## src/rtl/pipe_retire_if.sv

```systemverilog
`default_nettype none
// ============================================================================
//  Module      : pipe_retire_if
//  Description : W-stage retirement bus between the Y86 pipeline writeback
//                stage (master) and the retirement/status controller (slave).
//  Revision    : 1.0  initial release
// ============================================================================
interface pipe_retire_if #(
    parameter int CNT_W = 32
);
    // W-stage inputs to the controller
    logic [2:0]       w_status;
    logic [3:0]       w_icode;
    logic             w_bubble;
    // Architectural status and control back to the pipeline
    logic [2:0]       stat;
    logic             run_en;
    logic             halted;
    logic             timeout;
    logic [CNT_W-1:0] cycle_cnt;
    logic [CNT_W-1:0] instr_cnt;
    logic             retire;

    // Pipeline side: presents W-stage state, observes status/control
    modport master (
        output w_status, w_icode, w_bubble,
        input  stat, run_en, halted, timeout, cycle_cnt, instr_cnt, retire
    );

    // Controller side
    modport slave (
        input  w_status, w_icode, w_bubble,
        output stat, run_en, halted, timeout, cycle_cnt, instr_cnt, retire
    );
endinterface
`default_nettype wire

```

## src/rtl/pipe_retire_ctrl.sv

```systemverilog
`default_nettype none
// ============================================================================
//  Module      : pipe_retire_ctrl
//  Description : Writeback-side retirement and program-status controller.
//                Decodes the W-stage status/icode of each real instruction,
//                drives the architectural status (AOK/INS/HLT), the global
//                pipeline run enable, saturating cycle/instruction counters,
//                a retire pulse and a cycle-limit watchdog.
//  Revision    : 1.0  initial release
// ============================================================================
module pipe_retire_ctrl #(
    parameter int CNT_W      = 32,
    parameter int MAX_CYCLES = 1000
) (
    input  wire logic        clk,
    input  wire logic        rst,
    pipe_retire_if.slave     bus
);

    localparam logic [2:0]       c_stat_aok = 3'b001;
    localparam logic [2:0]       c_stat_ins = 3'b010;
    localparam logic [2:0]       c_stat_hlt = 3'b100;
    localparam logic [CNT_W-1:0] c_cnt_max  = {CNT_W{1'b1}};
    localparam logic [CNT_W-1:0] c_cnt_one  = CNT_W'(1);

    typedef enum logic [1:0] {
        ST_RUN     = 2'd0,
        ST_HALT    = 2'd1,
        ST_ERR     = 2'd2,
        ST_TIMEOUT = 2'd3
    } state_t;

    state_t           r_state;
    logic [2:0]       r_stat;
    logic             r_run_en;
    logic             r_halted;
    logic             r_timeout;
    logic [CNT_W-1:0] r_cycle;
    logic [CNT_W-1:0] r_instr;
    logic             r_retire;

    logic             w_real;
    logic             w_onehot;
    logic             w_is_ins;
    logic             w_is_hlt;
    logic             w_wdog_hit;
    logic [CNT_W-1:0] w_cycle_inc;
    logic [CNT_W-1:0] w_instr_inc;

    // Instruction decode: INS outranks HLT; bubbles never decode as anything
    assign w_real   = ~bus.w_bubble;
    assign w_onehot = (bus.w_status == 3'b001) || (bus.w_status == 3'b010) ||
                      (bus.w_status == 3'b100);
    assign w_is_ins = w_real && (bus.w_status[1] || (bus.w_icode > 4'hB) || !w_onehot);
    assign w_is_hlt = w_real && !w_is_ins && (bus.w_status[2] || (bus.w_icode == 4'h0));

    // Saturating increments: counters stick at all-ones instead of wrapping
    assign w_cycle_inc = (r_cycle == c_cnt_max) ? r_cycle : r_cycle + c_cnt_one;
    assign w_instr_inc = (r_instr == c_cnt_max) ? r_instr : r_instr + c_cnt_one;

    // Watchdog compare. A limit the counter can never reach (it saturates
    // first) is treated the same as a disabled watchdog.
    generate
        if (MAX_CYCLES == 0 || $clog2(MAX_CYCLES) > CNT_W) begin : g_wdog_off
            assign w_wdog_hit = 1'b0;
        end else begin : g_wdog_on
            localparam logic [CNT_W-1:0] c_wdog_last = CNT_W'(MAX_CYCLES - 1);
            assign w_wdog_hit = (r_cycle == c_wdog_last);
        end
    endgenerate

    // Retirement FSM with registered status, control, counters and retire pulse
    always_ff @(posedge clk) begin
        if (rst) begin
            r_state   <= ST_RUN;
            r_stat    <= c_stat_aok;
            r_run_en  <= 1'b1;
            r_halted  <= 1'b0;
            r_timeout <= 1'b0;
            r_cycle   <= '0;
            r_instr   <= '0;
            r_retire  <= 1'b0;
        end else begin
            r_retire <= 1'b0;
            case (r_state)
                ST_RUN: begin
                    // Every RUN edge counts, including the one that leaves RUN
                    r_cycle <= w_cycle_inc;
                    if (w_is_ins) begin
                        // Faulting instruction is not counted as retired
                        r_state  <= ST_ERR;
                        r_stat   <= c_stat_ins;
                        r_run_en <= 1'b0;
                        r_halted <= 1'b1;
                    end else if (w_is_hlt) begin
                        // The halt itself does retire
                        r_state  <= ST_HALT;
                        r_stat   <= c_stat_hlt;
                        r_run_en <= 1'b0;
                        r_halted <= 1'b1;
                        r_instr  <= w_instr_inc;
                        r_retire <= 1'b1;
                    end else begin
                        if (w_real) begin
                            r_instr  <= w_instr_inc;
                            r_retire <= 1'b1;
                        end
                        // Watchdog only fires when no INS/HLT claimed this edge
                        if (w_wdog_hit) begin
                            r_state   <= ST_TIMEOUT;
                            r_timeout <= 1'b1;
                            r_run_en  <= 1'b0;
                            r_halted  <= 1'b1;
                        end
                    end
                end
                // Terminal states: everything holds until reset
                ST_HALT, ST_ERR, ST_TIMEOUT: begin
                    r_state <= r_state;
                end
                default: begin
                    r_state <= ST_RUN;
                end
            endcase
        end
    end

    assign bus.stat      = r_stat;
    assign bus.run_en    = r_run_en;
    assign bus.halted    = r_halted;
    assign bus.timeout   = r_timeout;
    assign bus.cycle_cnt = r_cycle;
    assign bus.instr_cnt = r_instr;
    assign bus.retire    = r_retire;

endmodule
`default_nettype wire

```

## src/flat_wrapper.sv

```systemverilog
// flat-port wrapper written by rule: the top's interface ports become plain ports
module pipe_retire_ctrl_flat 
#(
    parameter int CNT_W      = 32,
    parameter int MAX_CYCLES = 1000
)
  (clk, rst, bus_w_status, bus_w_icode, bus_w_bubble, bus_stat, bus_run_en, bus_halted, bus_timeout, bus_cycle_cnt, bus_instr_cnt, bus_retire);
  pipe_retire_if #(.CNT_W(CNT_W)) bus_i ();
  input  wire logic clk;
  input  wire logic rst;
  input wire logic [$bits(bus_i.w_status)-1:0] bus_w_status;
  input wire logic [$bits(bus_i.w_icode)-1:0] bus_w_icode;
  input wire logic [$bits(bus_i.w_bubble)-1:0] bus_w_bubble;
  output wire logic [$bits(bus_i.stat)-1:0] bus_stat;
  output wire logic [$bits(bus_i.run_en)-1:0] bus_run_en;
  output wire logic [$bits(bus_i.halted)-1:0] bus_halted;
  output wire logic [$bits(bus_i.timeout)-1:0] bus_timeout;
  output wire logic [$bits(bus_i.cycle_cnt)-1:0] bus_cycle_cnt;
  output wire logic [$bits(bus_i.instr_cnt)-1:0] bus_instr_cnt;
  output wire logic [$bits(bus_i.retire)-1:0] bus_retire;
  assign bus_i.w_status = bus_w_status;
  assign bus_i.w_icode = bus_w_icode;
  assign bus_i.w_bubble = bus_w_bubble;
  assign bus_stat = bus_i.stat;
  assign bus_run_en = bus_i.run_en;
  assign bus_halted = bus_i.halted;
  assign bus_timeout = bus_i.timeout;
  assign bus_cycle_cnt = bus_i.cycle_cnt;
  assign bus_instr_cnt = bus_i.instr_cnt;
  assign bus_retire = bus_i.retire;
  pipe_retire_ctrl #(.CNT_W(CNT_W), .MAX_CYCLES(MAX_CYCLES)) u_core (.clk(clk), .rst(rst), .bus(bus_i));
endmodule
```

## config.mk

```make
export PLATFORM = sky130hd
export DESIGN_NAME = pipe_retire_ctrl_flat
export DESIGN_NICKNAME = d
export VERILOG_FILES = /design/src/rtl/pipe_retire_if.sv /design/src/rtl/pipe_retire_ctrl.sv /design/src/flat_wrapper.sv
export SDC_FILE = /design/constraint.sdc
export NUM_CORES = 1
export LEC_CHECK = 0
export ABC_AREA = 1
export BUFFER_PORTS_ARGS = -buffer_cell sky130_fd_sc_hd__clkbuf_2
export CORE_MARGIN = 4
export CORE_UTILIZATION = 57
export CTS_CLUSTER_SIZE = 8
export DETAILED_ROUTE_END_ITERATION = 16
export GPL_ROUTABILITY_DRIVEN = 0
export GPL_TIMING_DRIVEN = 0
export PLACE_DENSITY = 0.82
export SLEW_MARGIN = 40
export SYNTH_ARGS = -nofsm -noshare
export SYNTH_HDL_FRONTEND = slang
export SYNTH_SLANG_ARGS = --single-unit
```

## constraint.sdc

```tcl
create_clock -name clk -period 1.9 [get_ports clk]
set_input_delay 0.095 -clock clk [delete_from_list [all_inputs] [get_ports clk]]
set_output_delay 0.095 -clock clk [all_outputs]
set_load 0.005 [all_outputs]
```

* After elaboration in Yosys (flattened, before gate mapping)
Index checks and enable logic that the tools add are counted.
** Storage, ports and cells
- Register bits after elaboration :: 73
- Input port bits :: 10
- Output and inout bits :: 71
- Logic and storage cells :: 67
** Cells by class
- Add/subtract/negate cells :: 2
- Magnitude comparators :: 1
- Equal/unequal tests :: 11
- Muxes and demuxes :: 17
- Bitwise logic cells :: 6
- Reduce and logical (&&, ||, !) cells :: 22
** Operators by type and width (count)
- 32-bit two-way mux :: 3
- 32-bit by 1-bit adder with 32-bit output (second input constant) :: 2
- 32-bit equality test (second input constant) :: 2
- 32-bit by 10-bit equality test with 1-bit output (second input constant) :: 1
- 1-bit two-way mux :: 8
- 2-bit two-way mux :: 4
- 2-bit AND reduction :: 4
- 3-bit two-way mux :: 2
- 1-bit inverter :: 6
- 3-bit OR reduction :: 2
- 1-bit logical OR :: 5
- 2-bit equality test (second input constant) :: 2
- 4-bit greater-than comparator (second input constant) :: 1
- 4-bit logical NOT :: 1
- 4-bit by 1-bit inequality test with 1-bit output (second input constant) :: 1
- 4-bit AND reduction :: 1
- 3-bit by 1-bit equality test with 1-bit output (second input constant) :: 1
- 3-bit by 2-bit equality test with 1-bit output (second input constant) :: 1
- 3-bit equality test (second input constant) :: 1
- 1-bit logical AND :: 3
- 3-bit AND reduction :: 1
- 3-bit nonzero test :: 1
- 2-bit by 1-bit equality test with 1-bit output (second input constant) :: 1
- 1-bit logical NOT :: 2
- other kinds (3) :: 3

* Depth between registers and ports, before layout
- Depth after elaboration :: 12
- Mapped depth :: 13
- Depth with buffers taken out :: 12

* Least setup slack after synthesis
OpenSTA, ideal clock, no wires.
- Path type :: register to register
- From :: register u_core.r_instr[0] (netlist: u_core.bus.instr_cnt[0])
- To :: register u_core.r_instr[12] (netlist: u_core.bus.instr_cnt[12])
- Arrival time :: 1.680 ns
- Data required time :: 1.830 ns
- Path slack :: 0.150 ns
- Cell stages (with the launch flop) :: 12
- Period minus slack after synthesis :: 1.750 ns
- Path through :: dfxtp_1 -> ha_1 -> inv_2 -> nor2_4 -> nand2_4 -> nor2_8 -> nand3_4 -> nand2_4 -> buf_6 -> buf_12 -> nand2_1 -> a21oi_2
** On the way
- Cells in the longest elaborated chain, start to end :: 4
- Elaborated cells on any way between the ends :: 5
** RTL lines
- from (decl) :: RTL line pipe_retire_ctrl.sv:39 : logic [CNT_W-1:0] r_instr;
- from (signal assigned) :: RTL line pipe_retire_ctrl.sv:101 : r_instr <= w_instr_inc;
- from (signal assigned) :: RTL line pipe_retire_ctrl.sv:105 : r_instr <= w_instr_inc;
- 32-bit by 1-bit adder with 32-bit output / 32-bit equality test (equally long branches) :: RTL line pipe_retire_ctrl.sv:59 : assign w_instr_inc = (r_instr == c_cnt_max) ? r_instr : r_instr + c_cnt_one;
- 32-bit two-way mux * :: RTL line pipe_retire_ctrl.sv:59
- 32-bit two-way mux :: RTL line pipe_retire_ctrl.sv:104 : if (w_real) begin
- 32-bit two-way mux * :: RTL line pipe_retire_ctrl.sv:95 : end else if (w_is_hlt) begin
Every way passes the cells marked *; elsewhere a longest branch is shown, timed or not. The select of a mux whose other input is x is not followed.
A chain may end at the register's enable or synchronous reset.

* Worst setup path in the final report
- From :: register u_core.r_instr[0] (netlist: u_core.bus.instr_cnt[0])
- To :: register u_core.r_instr[7] (netlist: u_core.bus.instr_cnt[7])
Same word-level chain as after synthesis.

==> metrics <==
CP max FO=10; Die Area=9520 um2; CTS Hold Buffers Added=0; RR Startpoint=u_core.bus.instr_cnt[0]; Bufs on Longest Clock Path=2; I/O pin count=81; share of cells above drive strength 1=19.3%; Fin Hold WS=0.0565 ns; gr ovfl total=0; maximum vdd drop=416 uV; core box area=7770 um2; main combinational cell family by area after synthesis=simple AND/OR/NAND/NOR gates; count of final max-slew check failures=0; Netlist Area Pre-Place=4580 um2; Yosys cell types=27; worst path cell trace=ha_4 > inv_2 > nor2_4 > nand2_4 > nor2_8 > nand3_4 > nand2_4 > inv_2 > buf_4 > nand2_1 > a21oi_2; Syn-to-layout area delta=19.1%; Worst Max-Slew Pin Slew=0.661 ns; Mapped Cells=754; f_max=558 MHz; GRT Total Usage=27.8%; initial antenna violation count=0; Initial Utilization=58.9%; Final Instance Area=5450 um2; global-route wire length before repair=21900 um; TritonCTS Buffers=9; initial drt markers=176; kind of critical path=register to register; R2R depth=11; largest net degree at the start of global routing=13; Worst-Skew Late Latency=0.35 ns; critical path's largest stage delay=0.39 ns; Die Span Y=97.6 um; Final Hold Viols=0; end of the worst hold path=u_core.bus.retire; Synth Warn #=0; Rows=32; total nets after synthesis=766; Antenna Nets Post-Route=0; nets=861; clk sinks=73; Post-DP HPWL=10100 um; Tcrit/Tclk final=94.4%; setup slack, reg-to-reg=0.11 ns; Slowest cell on crit path=dfxtp_4; clock slew seen by the registers of the worst setup and hold paths=0.09 ns; Cell Area, Placed=5100 um2; RR Endpoint=u_core.bus.instr_cnt[7]; Hold/Removal Path Class=input pin to register; mux share of post-synthesis cell area=0%; final core utilization=70.2%; via/cell ratio=5.33; I/O Buffers=80; post-synthesis register bit count=73; filler cell count=721; Root Driver=clkbuf_8; TritonCTS clock tree=done; hold path startpoint=bus_w_bubble; Mean Syn Cell Area=6.07 um2; min cycle time layout=1.79 ns; H-tree levels=3; clk_skew=0.0134 ns; Simple-Gate Fraction of Synth Area=47.1%; first-pass detailed-route iteration total=7; leakage power=2.20 nW; Finish-stage setup viols=0; Die Width=97.6 um; Max Cap Viol=0; Synth Area in Compound Gates=8.15%; Final Routed Wirelength=13100 um; vias in the first global route=4942; run status=finished clean; sequential-to-total area share from yosys stat=31.9%; hold path depth=4; Slew HR=55.9%; DR DRC count=0; drt wl/cell=13.7 um; Via Count=5095; Power Dens Cells=624 nW/um2; Setup crit start kind=register; Post-Synth XOR/XNOR Area=5.55%; Worst EP arrival=2.00 ns; post-synthesis adder-cell area fraction=0.547%; Worst setup EP type=register; CP Data Required Time=2.11 ns; ant diodes=0
metal layers:
metal  GRT usage, %  vias to the layer above  share of wire [%]
li1               -                     2550                  -
met2           49.8                      201                 51
met3           5.74                       45                7.7
met1           30.6                     2299                 37
met5              0                        -                  0
met4           14.8                        0                4.1
placed cells by master, fill, tap and decap left out:
| cell | Yosys | layout |
|---|---|---|
| nand3b_1 | 18 | 18 |
| dfxtp_2 | 0 | 17 |
| nor2_1 | 138 | 135 |
| clkinv_2 | 0 | 1 |
| nand2_4 | 2 | 2 |
| clkbuf_8 | 0 | 12 |
| xnor2_1 | 11 | 11 |
| inv_2 | 2 | 2 |
| nand4_1 | 6 | 6 |
| nand2_1 | 312 | 312 |
| a21oi_2 | 10 | 11 |
| nor3b_1 | 1 | 1 |
| dfxtp_4 | 0 | 2 |
| dfxtp_1 | 73 | 54 |
| nor3_4 | 1 | 1 |
| a21oi_1 | 46 | 45 |
| inv_1 | 48 | 48 |
| nor2_2 | 2 | 5 |
| o21ai_0 | 11 | 11 |
| clkbuf_4 | 0 | 1 |
| nand3_1 | 22 | 22 |
| xor2_1 | 18 | 18 |
| ha_4 | 0 | 2 |
| nor2_4 | 4 | 4 |
| clkbuf_1 | 9 | 7 |
| clkbuf_2 | 0 | 81 |
| buf_6 | 4 | 5 |
| buf_4 | 0 | 5 |
| clkinv_4 | 0 | 1 |
| nor2_8 | 1 | 1 |
| nor3_1 | 1 | 1 |
| bufinv_16 | 0 | 2 |
| nand3_4 | 1 | 1 |
| buf_2 | 4 | 2 |
| buf_12 | 1 | 1 |
| nand2_2 | 6 | 6 |
worst max-delay path by stage:
stage / start / end / slack, ns / cells past startpoint
after floorplan: u_core.bus.instr_cnt[0] / u_core.bus.instr_cnt[12] / 0.15 / 11
after global placement: u_core.bus.instr_cnt[0] / u_core.bus.instr_cnt[4] / -0.11 / 11
after detailed placement: u_core.bus.instr_cnt[0] / u_core.bus.instr_cnt[29] / -0.16 / 11
after CTS: u_core.bus.cycle_cnt[17] / u_core.bus.cycle_cnt[11] / 0.002 / 10
after global routing: u_core.bus.cycle_cnt[18] / u_core.bus.cycle_cnt[24] / -0.05 / 12
final: u_core.bus.instr_cnt[0] / u_core.bus.instr_cnt[7] / 0.11 / 11
cells in the mapped netlist:
cell	count	share of area [%]
a21oi_1	46	5.0
nor2_1	138	11
xor2_1	18	3.4
a21oi_2	10	1.9
nand3_4	1	0.38
nand2_2	6	0.82
buf_2	4	0.44
o21ai_0	11	1.2
nand3b_1	18	3.0
buf_6	4	0.98
clkbuf_1	9	0.74
nand2_4	2	0.49
nor3_1	1	0.11
inv_1	48	3.9
nor2_8	1	0.44
ha_1	2	0.55
nor2_4	4	0.98
buf_12	1	0.44
nand2_1	312	26
nor3_4	1	0.36
nand4_1	6	0.82
nor2_2	2	0.27
inv_2	2	0.16
nand3_1	22	2.4
dfxtp_1	73	32
xnor2_1	11	2.1
nor3b_1	1	0.16
flip-flops by register name (all words and copies together) (netlist names):
name / flops
u_core.bus.run_en: 1
u_core.bus.timeout: 1
u_core.bus.retire: 1
u_core.bus.cycle_cnt: 32
u_core.bus.instr_cnt: 32
u_core.r_state: 2
u_core.bus.halted: 1
u_core.bus.stat: 3
power breakdown:
group | switching (mW) | internal [mW] | total [mW]
Sequential | 0.0372 | 1.56 | 1.60
Combinational | 0.209 | 0.117 | 0.327
Clock | 0.628 | 0.848 | 1.48
Total | 0.875 | 2.53 | 3.40
critical path: cells and delay by family (launching register included):
kind                     cells  cell delay (ns)
buffers and inverters        3             0.33
flip-flops                   1             0.39
adder cells (fa/ha/maj)      1             0.18
AO/OA/AOI/OAI                1             0.05
AND/OR/NAND/NOR              6             0.68
logic make-up (layout without fill, tap and decap cells):
| logic type | Yosys count | in the layout |
|---|---|---|
| xor+xnor | 29 | 29 |
| compound gates | 67 | 67 |
| fa+ha+maj | 2 | 2 |
| simple gates | 515 | 515 |
| buf+inv | 68 | 168 |
| flops | 73 | 73 |
stage by stage:
step / cells / power, mW / TNS, ns / setup slack, ns
5_1_grt: 956 / 3.54 / -0.300 / -0.0461
3_5_place_dp: 936 / 1.94 / -5.15 / -0.157
2_1_floorplan: 754 / 1.83 / 0 / 0.150
4_1_cts: 952 / 3.40 / 0 / 0.00232
3_3_place_gp: 936 / 1.93 / -2.94 / -0.110
6_report: 956 / 3.40 / 0 / 0.107
cell type report:
type | count | area [um2] | share of cell area [%]
inverters | 50 | 188 | 3.44
flip-flops and latches | 73 | 1490 | 27.3
clock buffers | 12 | 165 | 3.03
well taps | 102 | 128 | 2.34
repair buffers | 84 | 430 | 7.90
multi-input cells | 613 | 2840 | 52.2
plain buffers | 18 | 133 | 2.43
clock inverters | 4 | 73.8 | 1.35
repair_timing:
action	CTS	global route
setup buffers	0	4
gates resized for setup	11	26
endpoints found under the setup margin	58	52
pin swaps	0	3
gates cloned	0	0
Power figures use the tool's default switching activity.
